## src/rtl/periph_bus_arbiter_if.sv

```systemverilog
// periph_bus_arbiter_if
// Bundles the two requester ports, the shared peripheral port and the owner
// indication of periph_bus_arbiter.
//   slave  modport : arbiter view (takes requests, drives grants/strobes)
//   master modport : requester/peripheral view (drives requests and read data)
// Signals per master X in {0,1}:
//   mX_req/mX_lock/mX_we/mX_addr/mX_wdata   request side
//   mX_gnt/mX_rvalid/mX_rerr/mX_rdata       response side
// Peripheral: per_addr/per_wdata/per_rd/per_wr out of the arbiter, per_rdata in.
// owner: index of the master that last won arbitration.
`timescale 1ns/1ps
interface periph_bus_arbiter_if;
  logic        m0_req;
  logic        m0_lock;
  logic        m0_we;
  logic [31:0] m0_addr;
  logic [31:0] m0_wdata;
  logic        m0_gnt;
  logic        m0_rvalid;
  logic        m0_rerr;
  logic [31:0] m0_rdata;

  logic        m1_req;
  logic        m1_lock;
  logic        m1_we;
  logic [31:0] m1_addr;
  logic [31:0] m1_wdata;
  logic        m1_gnt;
  logic        m1_rvalid;
  logic        m1_rerr;
  logic [31:0] m1_rdata;

  logic [31:0] per_addr;
  logic [31:0] per_wdata;
  logic        per_rd;
  logic        per_wr;
  logic [31:0] per_rdata;
  logic        owner;

  modport slave (
    input  m0_req, m0_lock, m0_we, m0_addr, m0_wdata,
    input  m1_req, m1_lock, m1_we, m1_addr, m1_wdata,
    input  per_rdata,
    output m0_gnt, m0_rvalid, m0_rerr, m0_rdata,
    output m1_gnt, m1_rvalid, m1_rerr, m1_rdata,
    output per_addr, per_wdata, per_rd, per_wr, owner
  );

  modport master (
    output m0_req, m0_lock, m0_we, m0_addr, m0_wdata,
    output m1_req, m1_lock, m1_we, m1_addr, m1_wdata,
    output per_rdata,
    input  m0_gnt, m0_rvalid, m0_rerr, m0_rdata,
    input  m1_gnt, m1_rvalid, m1_rerr, m1_rdata,
    input  per_addr, per_wdata, per_rd, per_wr, owner
  );
endinterface

```

## src/rtl/periph_bus_arbiter.sv

```systemverilog
// periph_bus_arbiter
// Two-master round-robin arbiter in front of a single peripheral register
// window. Each access walks IDLE -> ACCESS -> DONE; every output is a register.
// Ports:
//   clk   : clock, all state changes on the rising edge
//   reset : asynchronous, active-low reset
//   bus   : periph_bus_arbiter_if.slave (master requests, peripheral port, owner)
// Parameters: BASE_ADDR/TOP_ADDR bound the valid word-address window,
//   LOCK_MAX caps consecutive locked accesses by one owner.
// Optional feature: define PARB_LOCK_EN to honour mX_lock (back-to-back
//   accesses from DONE); without it the lock inputs are ignored.
`timescale 1ns/1ps
module periph_bus_arbiter #(
  parameter logic [31:0] BASE_ADDR = 32'h4000_0000,
  parameter logic [31:0] TOP_ADDR  = 32'h4000_0014,
  parameter int          LOCK_MAX  = 8
) (
  input  logic                  clk,
  input  logic                  reset,
  periph_bus_arbiter_if.slave   bus
);

  typedef enum logic [1:0] {
    IDLE   = 2'd0,
    ACCESS = 2'd1,
    DONE   = 2'd2
  } state_t;

  // Word aligned and inside the inclusive peripheral window.
  function automatic logic addr_ok(input logic [31:0] a);
    addr_ok = (a[1:0] == 2'b00) && (a >= BASE_ADDR) && (a <= TOP_ADDR);
  endfunction

  state_t      state_r, state_s;
  logic        ptr_r, ptr_s;        // 1 = m1 has priority on a tie
  logic        owner_r, owner_s;
  logic        we_r, we_s;
  logic        valid_r, valid_s;
  logic [31:0] addr_r, addr_s;
  logic [31:0] wdata_r, wdata_s;
  logic [31:0] rdata_r, rdata_s;
  logic [1:0]  gnt_r, gnt_s;
  logic [1:0]  rvalid_r, rvalid_s;
  logic [1:0]  rerr_r, rerr_s;
  logic        rd_r, rd_s;
  logic        wr_r, wr_s;
  logic [1:0]  req_s;
  logic [1:0]  lock_s;
  logic        winner_s;
  logic        load_s;
  logic        load_idx_s;

`ifdef PARB_LOCK_EN
  localparam int CNT_W = $clog2(LOCK_MAX + 1);
  logic [CNT_W-1:0] lock_cnt_r, lock_cnt_s;
`else
  logic unused_lock_s;
  assign unused_lock_s = ^lock_s;
`endif

  assign req_s  = {bus.m1_req, bus.m0_req};
  assign lock_s = {bus.m1_lock, bus.m0_lock};
  // On a tie the pointer decides; otherwise the single requester wins.
  assign winner_s = (req_s == 2'b11) ? ptr_r : req_s[1];

  // Next-state, request latch and next registered-output values.
  always_comb begin
    state_s    = state_r;
    ptr_s      = ptr_r;
    owner_s    = owner_r;
    we_s       = we_r;
    valid_s    = valid_r;
    addr_s     = addr_r;
    wdata_s    = wdata_r;
    rdata_s    = rdata_r;
    gnt_s      = 2'b00;
    rvalid_s   = 2'b00;
    rerr_s     = 2'b00;
    rd_s       = 1'b0;
    wr_s       = 1'b0;
    load_s     = 1'b0;
    load_idx_s = owner_r;
`ifdef PARB_LOCK_EN
    lock_cnt_s = lock_cnt_r;
`endif

    case (state_r)
      IDLE: begin
        if (|req_s) begin
          load_s     = 1'b1;
          load_idx_s = winner_s;
          state_s    = ACCESS;
        end else begin
          state_s = IDLE;
        end
      end
      ACCESS: begin
        state_s           = DONE;
        rvalid_s[owner_r] = 1'b1;
        rerr_s[owner_r]   = ~valid_r;
        // Writes and rejected addresses return zero data.
        rdata_s           = (valid_r && !we_r) ? bus.per_rdata : 32'h0000_0000;
      end
      DONE: begin
`ifdef PARB_LOCK_EN
        if (req_s[owner_r] && lock_s[owner_r] &&
            (lock_cnt_r < CNT_W'(LOCK_MAX - 1))) begin
          load_s     = 1'b1;
          load_idx_s = owner_r;
          state_s    = ACCESS;
          lock_cnt_s = lock_cnt_r + CNT_W'(1);
        end else begin
          state_s    = IDLE;
          ptr_s      = ~owner_r;
          lock_cnt_s = CNT_W'(0);
        end
`else
        state_s = IDLE;
        ptr_s   = ~owner_r;
`endif
      end
      default: begin
        state_s = IDLE;
      end
    endcase

    // Capture the chosen master's request and launch the peripheral strobe.
    if (load_s) begin
      owner_s            = load_idx_s;
      we_s               = load_idx_s ? bus.m1_we    : bus.m0_we;
      addr_s             = load_idx_s ? bus.m1_addr  : bus.m0_addr;
      wdata_s            = load_idx_s ? bus.m1_wdata : bus.m0_wdata;
      valid_s            = addr_ok(addr_s);
      gnt_s[load_idx_s]  = 1'b1;
      rd_s               = valid_s & ~we_s;
      wr_s               = valid_s & we_s;
    end else begin
      gnt_s = 2'b00;
    end
  end

  // State, request latch and registered outputs.
  always_ff @(posedge clk or negedge reset) begin
    if (!reset) begin
      state_r  <= IDLE;
      ptr_r    <= 1'b0;
      owner_r  <= 1'b0;
      we_r     <= 1'b0;
      valid_r  <= 1'b0;
      addr_r   <= 32'h0000_0000;
      wdata_r  <= 32'h0000_0000;
      rdata_r  <= 32'h0000_0000;
      gnt_r    <= 2'b00;
      rvalid_r <= 2'b00;
      rerr_r   <= 2'b00;
      rd_r     <= 1'b0;
      wr_r     <= 1'b0;
    end else begin
      state_r  <= state_s;
      ptr_r    <= ptr_s;
      owner_r  <= owner_s;
      we_r     <= we_s;
      valid_r  <= valid_s;
      addr_r   <= addr_s;
      wdata_r  <= wdata_s;
      rdata_r  <= rdata_s;
      gnt_r    <= gnt_s;
      rvalid_r <= rvalid_s;
      rerr_r   <= rerr_s;
      rd_r     <= rd_s;
      wr_r     <= wr_s;
    end
  end

`ifdef PARB_LOCK_EN
  // Consecutive locked-access counter.
  always_ff @(posedge clk or negedge reset) begin
    if (!reset) begin
      lock_cnt_r <= CNT_W'(0);
    end else begin
      lock_cnt_r <= lock_cnt_s;
    end
  end
`endif

  assign bus.m0_gnt    = gnt_r[0];
  assign bus.m1_gnt    = gnt_r[1];
  assign bus.m0_rvalid = rvalid_r[0];
  assign bus.m1_rvalid = rvalid_r[1];
  assign bus.m0_rerr   = rerr_r[0];
  assign bus.m1_rerr   = rerr_r[1];
  assign bus.m0_rdata  = rdata_r;
  assign bus.m1_rdata  = rdata_r;
  assign bus.per_addr  = addr_r;
  assign bus.per_wdata = wdata_r;
  assign bus.per_rd    = rd_r;
  assign bus.per_wr    = wr_r;
  assign bus.owner     = owner_r;

endmodule
```

## src/flat_wrapper.sv

```systemverilog
// flat-port wrapper written by rule: the top's interface ports become plain ports
module periph_bus_arbiter_flat 
#(
  parameter logic [31:0] BASE_ADDR = 32'h4000_0000,
  parameter logic [31:0] TOP_ADDR  = 32'h4000_0014,
  parameter int          LOCK_MAX  = 8
)
  (clk, reset, bus_m0_req, bus_m0_lock, bus_m0_we, bus_m0_addr, bus_m0_wdata, bus_m1_req, bus_m1_lock, bus_m1_we, bus_m1_addr, bus_m1_wdata, bus_per_rdata, bus_m0_gnt, bus_m0_rvalid, bus_m0_rerr, bus_m0_rdata, bus_m1_gnt, bus_m1_rvalid, bus_m1_rerr, bus_m1_rdata, bus_per_addr, bus_per_wdata, bus_per_rd, bus_per_wr, bus_owner);
  periph_bus_arbiter_if bus_i ();
  input  logic clk;
  input  logic reset;
  input wire logic [$bits(bus_i.m0_req)-1:0] bus_m0_req;
  input wire logic [$bits(bus_i.m0_lock)-1:0] bus_m0_lock;
  input wire logic [$bits(bus_i.m0_we)-1:0] bus_m0_we;
  input wire logic [$bits(bus_i.m0_addr)-1:0] bus_m0_addr;
  input wire logic [$bits(bus_i.m0_wdata)-1:0] bus_m0_wdata;
  input wire logic [$bits(bus_i.m1_req)-1:0] bus_m1_req;
  input wire logic [$bits(bus_i.m1_lock)-1:0] bus_m1_lock;
  input wire logic [$bits(bus_i.m1_we)-1:0] bus_m1_we;
  input wire logic [$bits(bus_i.m1_addr)-1:0] bus_m1_addr;
  input wire logic [$bits(bus_i.m1_wdata)-1:0] bus_m1_wdata;
  input wire logic [$bits(bus_i.per_rdata)-1:0] bus_per_rdata;
  output wire logic [$bits(bus_i.m0_gnt)-1:0] bus_m0_gnt;
  output wire logic [$bits(bus_i.m0_rvalid)-1:0] bus_m0_rvalid;
  output wire logic [$bits(bus_i.m0_rerr)-1:0] bus_m0_rerr;
  output wire logic [$bits(bus_i.m0_rdata)-1:0] bus_m0_rdata;
  output wire logic [$bits(bus_i.m1_gnt)-1:0] bus_m1_gnt;
  output wire logic [$bits(bus_i.m1_rvalid)-1:0] bus_m1_rvalid;
  output wire logic [$bits(bus_i.m1_rerr)-1:0] bus_m1_rerr;
  output wire logic [$bits(bus_i.m1_rdata)-1:0] bus_m1_rdata;
  output wire logic [$bits(bus_i.per_addr)-1:0] bus_per_addr;
  output wire logic [$bits(bus_i.per_wdata)-1:0] bus_per_wdata;
  output wire logic [$bits(bus_i.per_rd)-1:0] bus_per_rd;
  output wire logic [$bits(bus_i.per_wr)-1:0] bus_per_wr;
  output wire logic [$bits(bus_i.owner)-1:0] bus_owner;
  assign bus_i.m0_req = bus_m0_req;
  assign bus_i.m0_lock = bus_m0_lock;
  assign bus_i.m0_we = bus_m0_we;
  assign bus_i.m0_addr = bus_m0_addr;
  assign bus_i.m0_wdata = bus_m0_wdata;
  assign bus_i.m1_req = bus_m1_req;
  assign bus_i.m1_lock = bus_m1_lock;
  assign bus_i.m1_we = bus_m1_we;
  assign bus_i.m1_addr = bus_m1_addr;
  assign bus_i.m1_wdata = bus_m1_wdata;
  assign bus_i.per_rdata = bus_per_rdata;
  assign bus_m0_gnt = bus_i.m0_gnt;
  assign bus_m0_rvalid = bus_i.m0_rvalid;
  assign bus_m0_rerr = bus_i.m0_rerr;
  assign bus_m0_rdata = bus_i.m0_rdata;
  assign bus_m1_gnt = bus_i.m1_gnt;
  assign bus_m1_rvalid = bus_i.m1_rvalid;
  assign bus_m1_rerr = bus_i.m1_rerr;
  assign bus_m1_rdata = bus_i.m1_rdata;
  assign bus_per_addr = bus_i.per_addr;
  assign bus_per_wdata = bus_i.per_wdata;
  assign bus_per_rd = bus_i.per_rd;
  assign bus_per_wr = bus_i.per_wr;
  assign bus_owner = bus_i.owner;
  periph_bus_arbiter #(.BASE_ADDR(BASE_ADDR), .TOP_ADDR(TOP_ADDR), .LOCK_MAX(LOCK_MAX)) u_core (.clk(clk), .reset(reset), .bus(bus_i));
endmodule
```

## config.mk

```make
export PLATFORM = sky130hd
export DESIGN_NAME = periph_bus_arbiter_flat
export DESIGN_NICKNAME = d
export VERILOG_FILES = /design/src/rtl/periph_bus_arbiter_if.sv /design/src/rtl/periph_bus_arbiter.sv /design/src/flat_wrapper.sv
export SDC_FILE = /design/constraint.sdc
export NUM_CORES = 1
export LEC_CHECK = 0
export BUFFER_PORTS_ARGS = -buffer_cell sky130_fd_sc_hd__buf_2
export CAP_MARGIN = 20
export CORE_AREA = 2 2 119 121
export CTS_CLUSTER_DIAMETER = 150
export DETAILED_ROUTE_END_ITERATION = 6
export DIE_AREA = 0 0 121 123
export PLACE_DENSITY = 0.69
export SYNTH_ARGS = -nofsm -noshare
export SYNTH_HDL_FRONTEND = slang
export SYNTH_SLANG_ARGS = --single-unit
```

## constraint.sdc

```tcl
create_clock -name clk -period 2.55 [get_ports clk]
set_input_delay 0.255 -clock clk [delete_from_list [all_inputs] [get_ports clk]]
set_output_delay 0.255 -clock clk [all_outputs]
set_load 0.01 [all_outputs]
```

==> results of run 1 <==
-- path summary, 6_finish.rpt --
| check | startpoint | end | slack, ps | cells past startpoint |
|---|---|---|---|---|
| setup / recovery | u_core.state_r[0]$_DFF_PN0_ | u_core.bus.per_wdata[11]$_DFFE_PN0P_ | 400 | 6 |
| hold / removal | bus_m1_wdata[9] | u_core.bus.per_wdata[9]$_DFFE_PN0P_ | 100 | 2 |
| setup reg to reg | u_core.state_r[0]$_DFF_PN0_ | u_core.bus.per_wdata[11]$_DFFE_PN0P_ | 400 | 6 |
| hold reg to reg | u_core.bus.per_addr[25]$_DFFE_PN0P_ | u_core.bus.per_addr[25]$_DFFE_PN0P_ | 480 | 2 |
| max in group asynchronous | reset | u_core.bus.per_wdata[14]$_DFFE_PN0P_ | 1300 | 3 |
| min in group asynchronous | reset | u_core.bus.per_addr[25]$_DFFE_PN0P_ | 500 | 2 |
-- cell type report --
type / instances / area [µm²]
flip-flops and latches: 110 / 2753
inverters: 5 / 18.77
multi-input cells: 238 / 1717
clock inverters: 4 / 72.57
repair buffers: 311 / 1609
well taps: 180 / 225.2
fillers: 1276 / 6978
clock buffers: 10 / 239.0
-- cell families (layout without fill, tap and decap cells) --
group / count (synthesis) / after routing / synth area share [%]
AOI/OAI and AO/OA: 137 / 137 / 21.21
buffers and inverters: 66 / 330 / 7.806
DFF: 110 / 110 / 57.05
muxes: 33 / 33 / 6.847
and+or+nand+nor: 68 / 68 / 7.080
-- layer usage --
layer	wire length [µm]	global-route usage [%]
met1	5564	21.95
met5	0	0
met3	1032	5.627
met4	192	4.797
met2	6830	30.27
-- power by group through the flow --
stage | sequential [µW] | combinational (µW) | clock [µW]
after floorplan | 2910 | 1530 | 0
after global placement | 2660 | 2850 | 0
after detailed placement | 2680 | 2940 | 0
after CTS | 2670 | 2930 | 1520
after global routing | 2730 | 3190 | 1590
final | 2670 | 2890 | 1470
-- cell usage in the layout, fill, tap and decap left out, types with 2 or more instances in the layout --
cell type  count
o21ai_1        5
bufinv_16      2
nor4_1         8
nand2_1       36
or4_1          4
nor4b_1        2
or3_1          2
dfrtp_1      110
a21o_1        32
nor2_1         3
buf_4          7
nor3_1         2
inv_1          4
buf_2        301
o21ai_0       29
a22o_1        64
buf_12         2
nand4_1        2
clkbuf_16      9
mux2i_1       33
-- stage by stage --
| step | power [µW] | cells |
|---|---|---|
| 6_report | 7033 | 858 |
| 5_1_grt | 7503 | 858 |
| 4_1_cts | 7118 | 858 |
| 3_5_place_dp | 5614 | 843 |
| 3_3_place_gp | 5510 | 843 |
| 2_1_floorplan | 4447 | 414 |
-- registers in the layout (all words and copies together) (netlist names) --
| signal | flops |
|---|---|
| u_core.valid_r | 1 |
| u_core.bus.per_addr | 32 |
| u_core.state_r | 2 |
| u_core.ptr_r | 1 |
| u_core.bus.per_wr | 1 |
| u_core.bus.owner | 1 |
| u_core.bus.per_wdata | 32 |
| u_core.bus.per_rd | 1 |
| u_core.bus.m0_rdata | 32 |
| u_core.we_r | 1 |
| u_core.gnt_r | 2 |
| u_core.rvalid_r | 2 |
| u_core.rerr_r | 2 |
-- worst max-delay path, stage by stage (launching register included) --
cell and delay (ps):
dfrtp_1 420, or2_1 320, or2_2 580, inv_2 120, and2_1 120, buf_4 320
a21o_1 180
==> summary.md, run 1 <==
| Metric | Value |
|---|---|
| Most common cell in the netlist | `dfrtp_1` |
| Cts repair resizes | `0` |
| Area leader, netlist | `dfrtp_1` |
| Logic pwr share | `roughly two fifths` |
| Mapped Nets | `582` |
| Nets@finish | `843` |
| CTS root buf | `clkbuf_16` |
| Quantity of hold-fixing buffers added after cts | `1` |
| Largest cells by area after synthesis | `dfrtp_1, a22o_1, mux2i_1, a21o_1, buf_4` |
| Worst hold margin | `102.0 ps` |
| Ratio of cells with drive above 1 in the final layout | `around half` |
| DIE WIDTH | `121 µm` |
| Setup-failing EPs final | `0` |
| Initial Utilization | `35.44%` |
| Htree depth | `3` |
| DRC viols | `0` |
| Clock Skews | `roughly 7.0 ps` |
| N_diodes | `0` |
| Vias | `around 4200` |
| Hold Path Class | `in -> reg` |
| Max Transition Viols Final | `0` |
| Leakage | `0.003822 µW` |
| Sw Ratio | `roughly 36%` |
| Largest net degree at the start of global routing | `64` |
| TritonRoute pass-1 iters | `4` |
| Die height | `123 µm` |
| Crit path capture type | `flip-flop` |
| Critical path class | `reg -> reg` |
| GRT overflow | `0` |
| # Post-CTS Setup Buffers | `0` |
| Post-Place Cell Area | `6312 µm²` |
| Worst rel slew slack | `between 50 and 60%` |
| PD cells | `approximately 1100 nW/µm²` |
| Longest Clk Path Bufs | `2` |
| Dpl ws | `380.6 ps` |
| DR WL/cell | `15.87 µm` |
| CP startpoint kind | `flip-flop` |
| Int Pwr | `4515 µW` |
| Core area | `13610 µm²` |
| CTS sink count | `110` |
| Primary FF master, synth | `dfrtp_1` |
| Row count | `43` |
| Worst Setup Slack, final | `402.2 ps` |
| Hold Fails Final Rpt | `0` |
| Post-Route Utilization | `48.74%` |
| Clk pwr share | `20.9%` |
| Number of global-route vias before repair | `roughly 4100` |
| RSZ-0062 raised after global routing | `no` |
| Global-route wire length before repair | `20710 µm` |
| FFs w/ async S/R, synth | `between 90% and 100%` |
| Yosys cell types | `33` |
| Slew @ Worst Pin | `705.6 ps` |
| Period Utilization, post-route | `84.23%` |
| Post-DP HPWL | `slightly above 10000 µm` |
| Min Tclk post-route | `about 2100 ps` |
| Die footprint | `14880 µm²` |
| 1st-iter DRT viols | `182` |
| Antenna Nets Post-Route | `0` |
| YS warnings | `0` |
| Final wirelength | `~14000 µm` |
| Worst-path clk slew | `70 ps` |
| GPL Wtd Cong | `~0.87` |
| Required time of the critical path | `2830 ps` |
| Gr usage total | `17.81%` |
| CTS tree | `done` |
| Post-route design area | `6634 µm²` |
| WP data arrival | `2430 ps` |
| Mapped Cells | `414` |
| Sequential fraction of design power | `38.0%` |
| Via density | `4.935` |
| CTS buffer count | `9` |
| Outcome | `complete, no violations` |
| Ports | `~300` |
| Post-synth top area share | `57.05%` |
| Worst vdd ir | `0.6735 mV` |
| Port-buffer cells | `302` |
| Max_cap viols | `0` |
| Latest clock arrival within the worst-skew pair | `around 350 ps` |
| Worst-path fanout max | `33` |
| Max Clk Rate | `between 0.4 and 0.5 GHz` |
| Number of synthesized flops with an enable pin | `0` |
| Mapped cell area | `4825 µm²` |
| Setup_tns | `0 ps` |
| P&R area growth vs syn | `37.50%` |
| Yosys reg bits | `110` |
| Sequential element share of the synthesized area | `57.05%` |
| Psw | `about 2500 µW` |
| Initial antenna violation count | `0` |
| Top cells by count, synth | `dfrtp_1, a22o_1, nand2_1` |
| Syn_area_per_cell | `11.65 µm²` |
No activity file was read; power rests on OpenSTA's default activity.
==> inputs of run 2 (changes only) <==
--- a/config.mk
+++ b/config.mk
@@ -5,13 +5,14 @@
 export SDC_FILE = /design/constraint.sdc
 export NUM_CORES = 1
 export LEC_CHECK = 0
+export ABC_AREA = 1
 export BUFFER_PORTS_ARGS = -buffer_cell sky130_fd_sc_hd__buf_2
 export CAP_MARGIN = 20
 export CORE_AREA = 2 2 119 121
 export CTS_CLUSTER_DIAMETER = 150
 export DETAILED_ROUTE_END_ITERATION = 6
 export DIE_AREA = 0 0 121 123
-export PLACE_DENSITY = 0.69
+export PLACE_DENSITY = 0.72
 export SYNTH_ARGS = -nofsm -noshare
 export SYNTH_HDL_FRONTEND = slang
 export SYNTH_SLANG_ARGS = --single-unit
==> constraint.sdc (replaced) <==
create_clock -name clk -period 2 [get_ports clk]
set_input_delay 0.2 -clock clk [delete_from_list [all_inputs] [get_ports clk]]
set_output_delay 0.2 -clock clk [all_outputs]
set_load 0.01 [all_outputs]
==> run 2 against run 1 <==
- critical path depth up 6
- worst hold slack got worse by 49 ps
- clock skew is 10 ps higher
- flip-flop and latch count did not move
- non-clock buffer count rose by 9
- clock power grew 18%
- highest routed layer unchanged
- combinational power up 52%
- synthesized cell count rose by 56%
- global-route usage up 0.77 points
- largest cell class unchanged
- largest power group unchanged
- critical path type unchanged
==> summary.md, run 2 <==
| Metric | Value |
|---|---|
| Mapped Cells | `647 (was 414)` |
| Htree depth | `3 (unchanged)` |
| DR WL/cell | `13.44 µm (was 15.87 µm)` |
| Reg2reg start | `u_core.state_r[1]$_DFF_PN0_ (was u_core.state_r[0]$_DFF_PN0_)` |
| Number of global-route vias before repair | `4496 (was 4145)` |
| CTS root buf | `clkbuf_16 (unchanged)` |
| Die footprint | `14880 µm² (unchanged)` |
| CTS sink count | `110 (unchanged)` |
| Number of synthesized flops with an enable pin | `0 (unchanged)` |
| Worst-path fanout max | `11 (was 33)` |
| CTS tree | `done (unchanged)` |
| Setup_tns | `0 ps (unchanged)` |
| Post-route design area | `7107 µm² (was 6634 µm²)` |
| Via density | `4.492 (was 4.935)` |
| Port-buffer cells | `302 (unchanged)` |
| Latest clock arrival within the worst-skew pair | `350 ps (about the same)` |
| R2R depth | `12 (was 6)` |
| Max Clk Rate | `0.5299 GHz (was 0.4656 GHz)` |
| Antenna Nets Post-Route | `0 (unchanged)` |
| Core area | `13610 µm² (unchanged)` |
| FFs w/ async S/R, synth | `100.0% (unchanged)` |
| TritonRoute pass-1 iters | `4 (unchanged)` |
| Setup-failing EPs final | `0 (unchanged)` |
| Top cell family by delay on the critical path | `simple AND/OR/NAND/NOR gates (unchanged)` |
| N_diodes | `0 (unchanged)` |
| Worst hold margin | `53.43 ps (was 102.0 ps)` |
| Crit path cell chain | `nor2_4 -> inv_2 -> nand2_8 -> clkbuf_16 -> nand3b_1 -> nand2_1 -> nand2_1 -> nor2_1 -> nand2_1 -> nor2_2 -> nand3_2 -> nor2_1 (was or2_1 -> or2_2 -> inv_2 -> and2_1 -> buf_4 -> a21o_1)` |
| Clock Skews | `17.12 ps (was 6.979 ps)` |
| Post-synth top area share | `52.96% (was 57.05%)` |
| DIE WIDTH | `121 µm (unchanged)` |
| Period Utilization, post-route | `94.37% (was 84.23%)` |
| Vias | `4955 (was 4234)` |
| PD cells | `1337 nW/µm² (was 1060 nW/µm²)` |
| Ratio of cells with drive above 1 in the final layout | `38.14% (was 48.82%)` |
| CP startpoint kind | `flip-flop (unchanged)` |
| GPL Wtd Cong | `0.7697 (was 0.8663)` |
| Total chip power | `9501 µW (was 7033 µW)` |
| Largest net degree at the start of global routing | `57 (was 64)` |
| P&R area growth vs syn | `36.74% (was 37.50%)` |
| Global-route wire length before repair | `22090 µm (was 20710 µm)` |
| Slew @ Worst Pin | `510.2 ps (was 705.6 ps)` |
| Primary FF master, synth | `dfrtp_1 (unchanged)` |
| Worst-path clk slew | `90 ps (was 70 ps)` |
| Crit path from | `u_core.state_r[1]$_DFF_PN0_ (was u_core.state_r[0]$_DFF_PN0_)` |
| Most common cell after layout, fill and taps aside | `buf_2 (unchanged)` |
| 1st-iter DRT viols | `252 (was 182)` |
| Initial Utilization | `38.18% (was 35.44%)` |
| Buffers and inverters on the worst path | `2 (unchanged)` |
| Longest Clk Path Bufs | `2 (unchanged)` |
| Max_cap viols | `0 (unchanged)` |
| Area leader, netlist | `dfrtp_1 (unchanged)` |
| Most frequent cells in the layout | `buf_2, nand2_1, dfrtp_1 (was buf_2, dfrtp_1, a22o_1)` |
| Hold Fails Final Rpt | `0 (unchanged)` |
| Crit path capture type | `flip-flop (unchanged)` |
| Critical path class | `reg -> reg (unchanged)` |
| Sequential element share of the synthesized area | `52.96% (was 57.05%)` |
| Worst vdd ir | `0.6869 mV (was 0.6735 mV)` |
| Hold Path Depth | `3 (was 2)` |
| HP Start | `bus_m1_wdata[0] (was bus_m1_wdata[9])` |
| Min Tclk post-route | `1887 ps (was 2148 ps)` |
| RSZ-0062 raised after global routing | `no (unchanged)` |
| WP data arrival | `2140 ps (was 2430 ps)` |
| CP max stage cell | `dfrtp_1 (was or2_2)` |
| Outcome | `complete, no violations (unchanged)` |
| Initial antenna violation count | `0 (unchanged)` |
| Cell depth of the worst setup path | `12 (was 6)` |
| Die height | `123 µm (unchanged)` |
| Worst rel slew slack | `65.98% (was 52.96%)` |
| Syn_area_per_cell | `8.033 µm² (was 11.65 µm²)` |
| Leakage | `0.004142 µW (was 0.003822 µW)` |
| Top cells by count, synth | `nand2_1, dfrtp_1, inv_1 (was dfrtp_1, a22o_1, nand2_1)` |
| Post-Place Cell Area | `6691 µm² (was 6312 µm²)` |
| Final wirelength | `14830 µm (was 13620 µm)` |
| Placed insts | `1081 (was 843)` |
| Hold Path Class | `in -> reg (unchanged)` |
| CP most frequent cell | `nand2_1` |
| Layout Cells excl Fill | `1103 (was 858)` |
| Largest cells by area after synthesis | `dfrtp_1, nand2_1, o21ai_0, buf_4, inv_1 (was dfrtp_1, a22o_1, mux2i_1, a21o_1, buf_4)` |
| Required time of the critical path | `2260 ps (was 2830 ps)` |
| Nets@finish | `1086 (was 843)` |
| Post-DP HPWL | `11040 µm (was 10390 µm)` |
| Ports | `305 (unchanged)` |
| Yosys reg bits | `110 (unchanged)` |
| YS warnings | `0 (unchanged)` |
| GRT overflow | `0 (unchanged)` |
| CTS buffer count | `9 (unchanged)` |
| Row count | `43 (unchanged)` |
| DRC viols | `0 (unchanged)` |
| Gr usage total | `18.58% (was 17.81%)` |
| Yosys cell types | `22 (was 33)` |
| Max Transition Viols Final | `0 (unchanged)` |
| Mapped cell area | `5197 µm² (was 4825 µm²)` |
| Most common cell in the netlist | `nand2_1 (was dfrtp_1)` |
| Mapped Nets | `815 (was 582)` |
| Slowest cell delay on critical path | `430 ps (was 580 ps)` |
## run 2: area by class of cell
cell class	instances	area (µm²)
fillers	1342	6505
flip-flops and latches	110	2753
multi-input cells	413	1878
repair buffers	320	1719
inverters	64	242.7
clock buffers	10	239.0
well taps	180	225.2
clock inverters	6	50.05
## run 2: metal layers
layer  global-route usage [%]  up-vias  wire [µm]
met1                    23.07     2229       6079
met4                    5.451        0        200
met5                        0        -          0
met2                    32.62      196       7495
met3                    3.967       16       1053
li1                         -     2514          -
## run 2: kinds of logic after synthesis
logic type / Yosys count / share of synthesized area [%]
flops: 110 / 52.96
compound gates: 68 / 6.764
buf+inv: 125 / 11.99
simple gates: 344 / 28.29
## run 2: what timing repair did
item                       CTS  global route
resized for setup            2             8
hold buffers                 1             0
setup endpoints to repair    1             2
gates cloned                 0             2
hold endpoints to repair    30             0
pin swaps                    0             2
setup buffers                0             3
## run 2: worst min-delay path, delay by kind of cell
family	cells	cell delay [ps]
buf+inv	1	80
simple gates	2	90
## run 2: final timing paths
kind                                                       end  slack (ps)
hold / removal             u_core.bus.per_wdata[0]$_DFFE_PN0P_          50
hold reg to reg            u_core.bus.per_addr[24]$_DFFE_PN0P_         480
setup / recovery                   u_core.bus.per_rd$_DFF_PN0_         110
max in group asynchronous   u_core.bus.m0_rdata[8]$_DFFE_PN0P_         990
setup reg to reg                   u_core.bus.per_rd$_DFF_PN0_         110
min in group asynchronous   u_core.bus.per_addr[9]$_DFFE_PN0P_         330
## run 2: metrics by stage
stage / setup WS, ps / utilization (%)
after floorplan: 398.2 / -
after global placement: 55.89 / 49.16
after detailed placement: -7.011 / 49.16
after CTS: 23.06 / 51.45
after global routing: 3.535 / 52.21
final: 112.7 / 52.21
## run 2: power by group
part	internal, µW	total [µW]	switching, µW	leakage [µW]
combinational	1670	4380	2710	0.00262
clock	899	1740	841	0.000137
sequential	2990	3380	388	0.00139
